--- src/rtl/mem_port_arbiter_pkg.sv ---
// rtl/mem_port_arbiter_pkg.sv - shared types for the fetch/data RAM port arbiter
// Purpose: FSM state and grant encodings plus the round-robin grant helper.
package mem_port_arbiter_pkg;

  typedef enum logic [1:0] {IDLE, ACCESS, DONE} arb_state_t;
  typedef enum logic {GNT_IF, GNT_DATA} arb_grant_t;

  // On a collision the winner alternates against the last collision winner;
  // a lone requester always wins.
  function automatic arb_grant_t pick_grant(input logic if_req, input logic d_req,
                                            input arb_grant_t last_grant);
    if (if_req && d_req) begin
      return (last_grant == GNT_IF) ? GNT_DATA : GNT_IF;
    end else if (d_req) begin
      return GNT_DATA;
    end
    return GNT_IF;
  endfunction

endpackage

--- src/rtl/mem_port_arbiter_if.sv ---
// rtl/mem_port_arbiter_if.sv - requester and RAM signal bundle for the port arbiter
// Purpose: groups fetch, load/store and RAM-side signals.
// Ports: slave modport = arbiter side, master modport = core/RAM side.
interface mem_port_arbiter_if #(
  parameter int ADDR_W = 32,
  parameter int DATA_W = 32
);
  logic              if_req;
  logic [ADDR_W-1:0] if_addr;
  logic [DATA_W-1:0] if_rdata;
  logic              if_done;
  logic              d_req;
  logic              d_we;
  logic [ADDR_W-1:0] d_addr;
  logic [DATA_W-1:0] d_wdata;
  logic [DATA_W-1:0] d_rdata;
  logic              d_done;
  logic              mem_en;
  logic              mem_we;
  logic [ADDR_W-1:0] mem_addr;
  logic [DATA_W-1:0] mem_wdata;
  logic [DATA_W-1:0] mem_rdata;
  logic              busy;

  modport slave (
    input  if_req, if_addr, d_req, d_we, d_addr, d_wdata, mem_rdata,
    output if_rdata, if_done, d_rdata, d_done, mem_en, mem_we, mem_addr, mem_wdata, busy
  );

  modport master (
    output if_req, if_addr, d_req, d_we, d_addr, d_wdata, mem_rdata,
    input  if_rdata, if_done, d_rdata, d_done, mem_en, mem_we, mem_addr, mem_wdata, busy
  );
endinterface

--- src/rtl/mem_port_arbiter_wait_counter.sv ---
// rtl/mem_port_arbiter_wait_counter.sv - RAM access wait-cycle counter
// Purpose: counts 0..MAX-1 while en is high and flags the final access cycle.
// Ports: clk, reset_n (async active-low), en (count enable), last (final cycle flag).
module wait_counter #(
  parameter int MAX = 2
) (
  input  logic clk,
  input  logic reset_n,
  input  logic en,
  output logic last
);
  localparam int CW = $clog2(MAX + 1);
  localparam logic [CW-1:0] CNT_LAST = CW'(MAX - 1);

  logic [CW-1:0] cnt_q, cnt_d;

  assign last = en && (cnt_q == CNT_LAST);

  // Wrapping to zero on the last cycle keeps the counter ready for the next access.
  always_comb begin
    cnt_d = cnt_q;
    if (en) begin
      cnt_d = last ? '0 : cnt_q + 1'b1;
    end
  end

  always_ff @(posedge clk or negedge reset_n) begin
    if (!reset_n) begin
      cnt_q <= '0;
    end else begin
      cnt_q <= cnt_d;
    end
  end
endmodule

--- src/rtl/mem_port_arbiter.sv ---
// rtl/mem_port_arbiter.sv - shares one RAM port between fetch and load/store requesters
// Purpose: grants one requester, holds the RAM access for WAIT_CYCLES, returns data and a done pulse.
// Ports: clk, reset_n (async active-low), bus (mem_port_arbiter_if.slave: requester + RAM signals).
module mem_port_arbiter
  import mem_port_arbiter_pkg::*;
#(
  parameter int ADDR_W      = 32,
  parameter int DATA_W      = 32,
  parameter int WAIT_CYCLES = 2
) (
  input  logic                clk,
  input  logic                reset_n,
  mem_port_arbiter_if.slave   bus
);
  arb_state_t        state_q, state_d;
  arb_grant_t        grant_q, grant_d;
  arb_grant_t        last_q, last_d;
  logic [ADDR_W-1:0] addr_q, addr_d;
  logic [DATA_W-1:0] wdata_q, wdata_d;
  logic              we_q, we_d;
  logic [DATA_W-1:0] if_rdata_q, if_rdata_d;
  logic [DATA_W-1:0] d_rdata_q, d_rdata_d;
  logic              acc_last;

  wait_counter #(.MAX(WAIT_CYCLES)) u_wait (
    .clk     (clk),
    .reset_n (reset_n),
    .en      (state_q == ACCESS),
    .last    (acc_last)
  );

  always_comb begin
    state_d    = state_q;
    grant_d    = grant_q;
    last_d     = last_q;
    addr_d     = addr_q;
    wdata_d    = wdata_q;
    we_d       = we_q;
    if_rdata_d = if_rdata_q;
    d_rdata_d  = d_rdata_q;
    case (state_q)
      IDLE: begin
        if (bus.if_req || bus.d_req) begin
          grant_d = pick_grant(bus.if_req, bus.d_req, last_q);
          // Only collisions move the round-robin pointer.
          if (bus.if_req && bus.d_req) begin
            last_d = grant_d;
          end
          addr_d  = (grant_d == GNT_DATA) ? bus.d_addr : bus.if_addr;
          wdata_d = (grant_d == GNT_DATA) ? bus.d_wdata : '0;
          we_d    = (grant_d == GNT_DATA) && bus.d_we;
          state_d = ACCESS;
        end
      end
      ACCESS: begin
        if (acc_last) begin
          if (grant_q == GNT_IF) begin
            if_rdata_d = bus.mem_rdata;
          end else if (!we_q) begin
            d_rdata_d = bus.mem_rdata;
          end
          state_d = DONE;
        end
      end
      DONE:    state_d = IDLE;
      default: state_d = IDLE;
    endcase
  end

  always_ff @(posedge clk or negedge reset_n) begin
    if (!reset_n) begin
      state_q    <= IDLE;
      grant_q    <= GNT_IF;
      last_q     <= GNT_IF;
      addr_q     <= '0;
      wdata_q    <= '0;
      we_q       <= 1'b0;
      if_rdata_q <= '0;
      d_rdata_q  <= '0;
    end else begin
      state_q    <= state_d;
      grant_q    <= grant_d;
      last_q     <= last_d;
      addr_q     <= addr_d;
      wdata_q    <= wdata_d;
      we_q       <= we_d;
      if_rdata_q <= if_rdata_d;
      d_rdata_q  <= d_rdata_d;
    end
  end

  // RAM strobes decode straight from state so an async reset drops them at once.
  assign bus.mem_en    = (state_q == ACCESS);
  assign bus.mem_we    = (state_q == ACCESS) && we_q;
  assign bus.mem_addr  = addr_q;
  assign bus.mem_wdata = wdata_q;
  assign bus.if_done   = (state_q == DONE) && (grant_q == GNT_IF);
  assign bus.d_done    = (state_q == DONE) && (grant_q == GNT_DATA);
  assign bus.if_rdata  = if_rdata_q;
  assign bus.d_rdata   = d_rdata_q;
  assign bus.busy      = (state_q != IDLE);
endmodule

--- src/flat_wrapper.sv ---
// flat-port wrapper written by rule: the top's interface ports become plain ports
module mem_port_arbiter_flat import mem_port_arbiter_pkg::*;
#(
  parameter int ADDR_W      = 32,
  parameter int DATA_W      = 32,
  parameter int WAIT_CYCLES = 2
)
  (clk, reset_n, bus_if_req, bus_if_addr, bus_d_req, bus_d_we, bus_d_addr, bus_d_wdata, bus_mem_rdata, bus_if_rdata, bus_if_done, bus_d_rdata, bus_d_done, bus_mem_en, bus_mem_we, bus_mem_addr, bus_mem_wdata, bus_busy);
  mem_port_arbiter_if #(.ADDR_W(ADDR_W), .DATA_W(DATA_W)) bus_i ();
  input  logic clk;
  input  logic reset_n;
  input wire logic [$bits(bus_i.if_req)-1:0] bus_if_req;
  input wire logic [$bits(bus_i.if_addr)-1:0] bus_if_addr;
  input wire logic [$bits(bus_i.d_req)-1:0] bus_d_req;
  input wire logic [$bits(bus_i.d_we)-1:0] bus_d_we;
  input wire logic [$bits(bus_i.d_addr)-1:0] bus_d_addr;
  input wire logic [$bits(bus_i.d_wdata)-1:0] bus_d_wdata;
  input wire logic [$bits(bus_i.mem_rdata)-1:0] bus_mem_rdata;
  output wire logic [$bits(bus_i.if_rdata)-1:0] bus_if_rdata;
  output wire logic [$bits(bus_i.if_done)-1:0] bus_if_done;
  output wire logic [$bits(bus_i.d_rdata)-1:0] bus_d_rdata;
  output wire logic [$bits(bus_i.d_done)-1:0] bus_d_done;
  output wire logic [$bits(bus_i.mem_en)-1:0] bus_mem_en;
  output wire logic [$bits(bus_i.mem_we)-1:0] bus_mem_we;
  output wire logic [$bits(bus_i.mem_addr)-1:0] bus_mem_addr;
  output wire logic [$bits(bus_i.mem_wdata)-1:0] bus_mem_wdata;
  output wire logic [$bits(bus_i.busy)-1:0] bus_busy;
  assign bus_i.if_req = bus_if_req;
  assign bus_i.if_addr = bus_if_addr;
  assign bus_i.d_req = bus_d_req;
  assign bus_i.d_we = bus_d_we;
  assign bus_i.d_addr = bus_d_addr;
  assign bus_i.d_wdata = bus_d_wdata;
  assign bus_i.mem_rdata = bus_mem_rdata;
  assign bus_if_rdata = bus_i.if_rdata;
  assign bus_if_done = bus_i.if_done;
  assign bus_d_rdata = bus_i.d_rdata;
  assign bus_d_done = bus_i.d_done;
  assign bus_mem_en = bus_i.mem_en;
  assign bus_mem_we = bus_i.mem_we;
  assign bus_mem_addr = bus_i.mem_addr;
  assign bus_mem_wdata = bus_i.mem_wdata;
  assign bus_busy = bus_i.busy;
  mem_port_arbiter #(.ADDR_W(ADDR_W), .DATA_W(DATA_W), .WAIT_CYCLES(WAIT_CYCLES)) u_core (.clk(clk), .reset_n(reset_n), .bus(bus_i));
endmodule
--- config.mk ---
export PLATFORM = sky130hd
export DESIGN_NAME = mem_port_arbiter_flat
export DESIGN_NICKNAME = d
export VERILOG_FILES = /design/src/rtl/mem_port_arbiter_pkg.sv /design/src/rtl/mem_port_arbiter_if.sv /design/src/rtl/mem_port_arbiter_wait_counter.sv /design/src/rtl/mem_port_arbiter.sv /design/src/flat_wrapper.sv
export SDC_FILE = /design/constraint.sdc
export NUM_CORES = 1
export LEC_CHECK = 0
export BUFFER_PORTS_ARGS = -buffer_cell sky130_fd_sc_hd__buf_2
export CORE_MARGIN = 2
export CORE_UTILIZATION = 46
export DETAILED_ROUTE_END_ITERATION = 8
export PLACE_DENSITY = 0.9
export REMOVE_ABC_BUFFERS = 1
export SETUP_SLACK_MARGIN = 0.2
export SLEW_MARGIN = 20
export SYNTH_ARGS = -nofsm -noshare
export SYNTH_HDL_FRONTEND = slang
export SYNTH_SLANG_ARGS = --single-unit
--- constraint.sdc ---
create_clock -name clk -period 2 [get_ports clk]
set_clock_uncertainty 0.05 [all_clocks]
set_input_delay 0.4 -clock clk [delete_from_list [all_inputs] [get_ports clk]]
set_output_delay 0.4 -clock clk [all_outputs]
set_load 0.03 [all_outputs]
==> impl_metrics.toml <==
[floorplanning]
starting_density_of_the_core = 0.468
top_level_ports = 266
placeable_core_area_um2 = 12000
die_height_um = 114
placement_rows = 40
floorplan.die.width_um = 114
die-area_um2 = 13100

[clocking]
cts.root.buffer_cell = "sky130_fd_sc_hd__clkbuf_16"
ctsLongestPathBuffers = 2
insertion_delay_ps = 410
clk_pin_slew_worst_paths_ps = 60
cts_inserted_buffers = 17
h-tree-depth = 4
tritoncts = "built"
cts_num_sinks = 135

[power]
power_density_nw_per_um2 = 1950
post-layout-total-power_mw = 15.2
power_leakage_nw = 4.02
vdd_ir_drop_max_mv = 0.972

[route]
wl_mm = 14.7
viasPerCell = 5.23
num_vias = 4070
post-route-drc-count = 0
first_iter_violations = 254
drt-pass1-iter-count = 4
wire_per_inst_um = 18.9
route.antenna.remaining_nets = 0

[grt]
overflow = 0
grt_start_max_net_pins = 88
grt_first_pass_wirelength_mm = 21.3
grt_antenna_before_repair = 0
grt_pass1_vias = 4152
globalRouteTotalUtil = 0.217

[setup_path]
cp.arrival_ps = 2110
rr_startpoint = "u_core.state_q[1]"
nature_of_the_critical_path_endpoint = "register"
r2r_slack_ps = 130
path_max_fanout = 16
crit_path_top_delay_cell = "sky130_fd_sc_hd__dfrtp_2"
ff2ff_path_depth = 4
critical_path_start_type = "register"
timing.critical_path.required_ps = 2240
criticalPathCategory = "register to register"
worstPathCellList = "and4bb_4 > nor2b_4 > buf_12 > mux2_2"
timing.critical_path.slowest_cell_delay_ps = 450
regToRegEndpoint = "u_core.bus.if_rdata[1]"

[min_path]
hold_start = "bus_d_wdata[23]"
hold_depth = 2
hp-class = "primary input to register"
worst_hold_path.endpoint = "u_core.bus.mem_wdata[23]"

[timing]
final-setup-viol-count = 0
worst_slew_pin_slew_ps = 492
timing.final.crit_period_ps = 1870
post-route-period-util = 0.937
max-slew-margin-rel = 0.670
rsz0062_at_grt = "yes"
final_max_slew_viol_count = 0
timing.final.hold_violations = 0
tns_ps = 0
fmax_mhz = 533

[finish]
final_nets = 751
multi_input_area_um2 = 2100
syn2layout_area_growth_pct = 39.1
diodes = 0
layout.core_utilization = 0.651
filler_cell_count = 807
post_route_cells_drive_above_1_share = 0.694
sequential_cell_area_um2 = 3380

[logic_synthesis]
post_synth_num_cell_types = 26
netlist_instances = 338
synth-seq-area-share = 0.603
post_synth_main_area_contributors = "sky130_fd_sc_hd__dfrtp_1 60%, sky130_fd_sc_hd__mux2_2 16%, sky130_fd_sc_hd__mux2_4 11%, sky130_fd_sc_hd__a22o_1 5.2%, sky130_fd_sc_hd__buf_6 1.8%"
synth_top_cell_by_area = "sky130_fd_sc_hd__dfrtp_1"
synthDominantCellAreaShare = 0.603
post_synth.cell_area_avg_um2 = 16.6
synth_seq_cells = 135
synth_area_um2 = 5600
yosys_warnings = 0

[placed_design]
place.gp.congestion = 0.786
place.detailed.hpwl_mm = 10.5
io_buffers = 265

[job]
maxCapViolCount = 0

[status]
run_status = "finished, final reports clean"
## cell usage in the layout, fill, tap and decap left out
| master | count |
|---|---|
| sky130_fd_sc_hd__buf_2 | 263 |
| sky130_fd_sc_hd__dfrtp_1 | 133 |
| sky130_fd_sc_hd__mux2_2 | 75 |
| sky130_fd_sc_hd__mux2_4 | 46 |
| sky130_fd_sc_hd__a22o_1 | 33 |
| sky130_fd_sc_hd__clkbuf_16 | 18 |
| sky130_fd_sc_hd__buf_4 | 8 |
| sky130_fd_sc_hd__mux2_1 | 7 |
| sky130_fd_sc_hd__buf_12 | 6 |
| sky130_fd_sc_hd__clkbuf_1 | 5 |
| sky130_fd_sc_hd__clkinv_2 | 5 |
| sky130_fd_sc_hd__nor2b_4 | 2 |
| sky130_fd_sc_hd__inv_1 | 2 |
| sky130_fd_sc_hd__nand2_1 | 2 |
| sky130_fd_sc_hd__and3_1 | 2 |
| sky130_fd_sc_hd__bufinv_16 | 2 |
| sky130_fd_sc_hd__dfrtp_2 | 2 |
| sky130_fd_sc_hd__nor2_2 | 1 |
| sky130_fd_sc_hd__and2_1 | 1 |
| sky130_fd_sc_hd__nor3b_1 | 1 |
| sky130_fd_sc_hd__and3b_1 | 1 |
| sky130_fd_sc_hd__and4bb_4 | 1 |
| sky130_fd_sc_hd__nand3b_4 | 1 |
| sky130_fd_sc_hd__o21ai_4 | 1 |
| sky130_fd_sc_hd__a21bo_4 | 1 |
| sky130_fd_sc_hd__o21ai_0 | 1 |
| sky130_fd_sc_hd__a21o_1 | 1 |
| sky130_fd_sc_hd__xnor2_1 | 1 |
| sky130_fd_sc_hd__xor2_1 | 1 |
| sky130_fd_sc_hd__a21boi_0 | 1 |
| sky130_fd_sc_hd__clkinvlp_4 | 1 |
| sky130_fd_sc_hd__clkbuf_8 | 1 |
| sky130_fd_sc_hd__clkinv_4 | 1 |
| sky130_fd_sc_hd__nand3b_2 | 1 |
| sky130_fd_sc_hd__buf_8 | 1 |
| sky130_fd_sc_hd__dlygate4sd3_1 | 1 |
| sky130_fd_sc_hd__buf_6 | 1 |
## logic make-up (layout without fill, tap and decap cells)
logic type	Yosys count	count (layout)	share of synthesized area
AO/OA/AOI/OAI	38	38	0.0590
XOR/XNOR	2	2	0.00313
buffers and inverters	23	315	0.0320
flip-flops	135	135	0.603
multiplexers	128	128	0.284
AND/OR/NAND/NOR	12	13	0.0183
## Yosys cell counts, drive strengths merged
| library cell | count |
|---|---|
| and3 | 2 |
| a21bo | 1 |
| xnor2 | 1 |
| nor2b | 2 |
| xor2 | 1 |
| nor2 | 1 |
| nor3b | 1 |
| and4bb | 1 |
| buf | 21 |
| a21o | 1 |
| and3b | 1 |
| mux2 | 128 |
| a22o | 33 |
| inv | 2 |
| dfrtp | 135 |
| and2 | 1 |
| nand2 | 2 |
| a21boi | 1 |
| o21ai | 2 |
| nand3b | 1 |
## registers in the layout (all words and copies together), names as in the netlist
name and count:
u_core.bus.d_rdata 32, u_core.bus.if_rdata 32, u_core.bus.mem_addr 32, u_core.bus.mem_wdata 32, u_core.grant_q 1, u_core.last_q 1
u_core.state_q 2, u_core.u_wait.cnt_q 2, u_core.we_q 1
## routing by layer
metal / vias to the layer above / GRT usage / share of wire
met3: 30 / 0.0942 / 0.094
li1: 1799 / - / -
met1: 2025 / 0.235 / 0.38
met2: 216 / 0.365 / 0.50
met5: - / 0 / 0
met4: 0 / 0.109 / 0.026
## worst max-delay path by stage
stage / startpoint / endpoint / slack (ps) / depth (start not counted)
2_1_floorplan: bus_d_req / u_core.bus.mem_addr[0] / -1640 / 2
5_1_grt: u_core.state_q[0] / bus_mem_we / 90 / 3
3_3_place_gp: bus_d_req / u_core.bus.mem_addr[0] / 180 / 5
3_5_place_dp: bus_d_req / u_core.bus.mem_addr[31] / 160 / 5
4_1_cts: u_core.grant_q / bus_d_done / 130 / 2
6_report: u_core.state_q[1] / u_core.bus.if_rdata[1] / 130 / 4
## what timing repair did
| action | CTS | global route |
|---|---|---|
| hold endpoints to repair | 135 | 0 |
| setup endpoints to repair | 6 | 48 |
| setup buffers | 0 | 4 |
| pin swaps | 0 | 1 |
| gates resized for setup | 3 | 10 |
| gates cloned | 1 | 2 |
| hold buffers | 1 | 0 |
## critical path: cells and delay by family (launching register included)
family                 cells  cell delay (ps)
buffers and inverters      1              200
multiplexers               1              360
AND/OR/NAND/NOR            2              690
flip-flops                 1              450
## metrics by stage
step / hold WS [ps] / setup WS, ps / std cells / instance area, um2
CTS: 125 / 131 / 772 / 7690
global placement: 329 / 181 / 738 / 7100
finish: 148 / 125 / 778 / 7790
global route: 127 / 89.7 / 778 / 7790
floorplan: 54.4 / -1640 / 317 / 5430
detailed placement: 336 / 156 / 738 / 7100
## cell type report
cell class	count	share of cell area
sequential	135	0.434
inverter	2	0.000964
clock inverter	9	0.0130
clock buffer	23	0.0588
multi-input combinational	181	0.269
timing repair buffer	281	0.200
tap	147	0.0236
## power by group
group | internal (mW) | total (mW) | switching [mW]
logic | 2.93 | 7.44 | 4.51
clock network | 1.86 | 2.98 | 1.12
registers | 4.06 | 4.81 | 0.747
total | 8.84 | 15.2 | 6.38
Note: power is estimated with default switching activity, not from simulation.
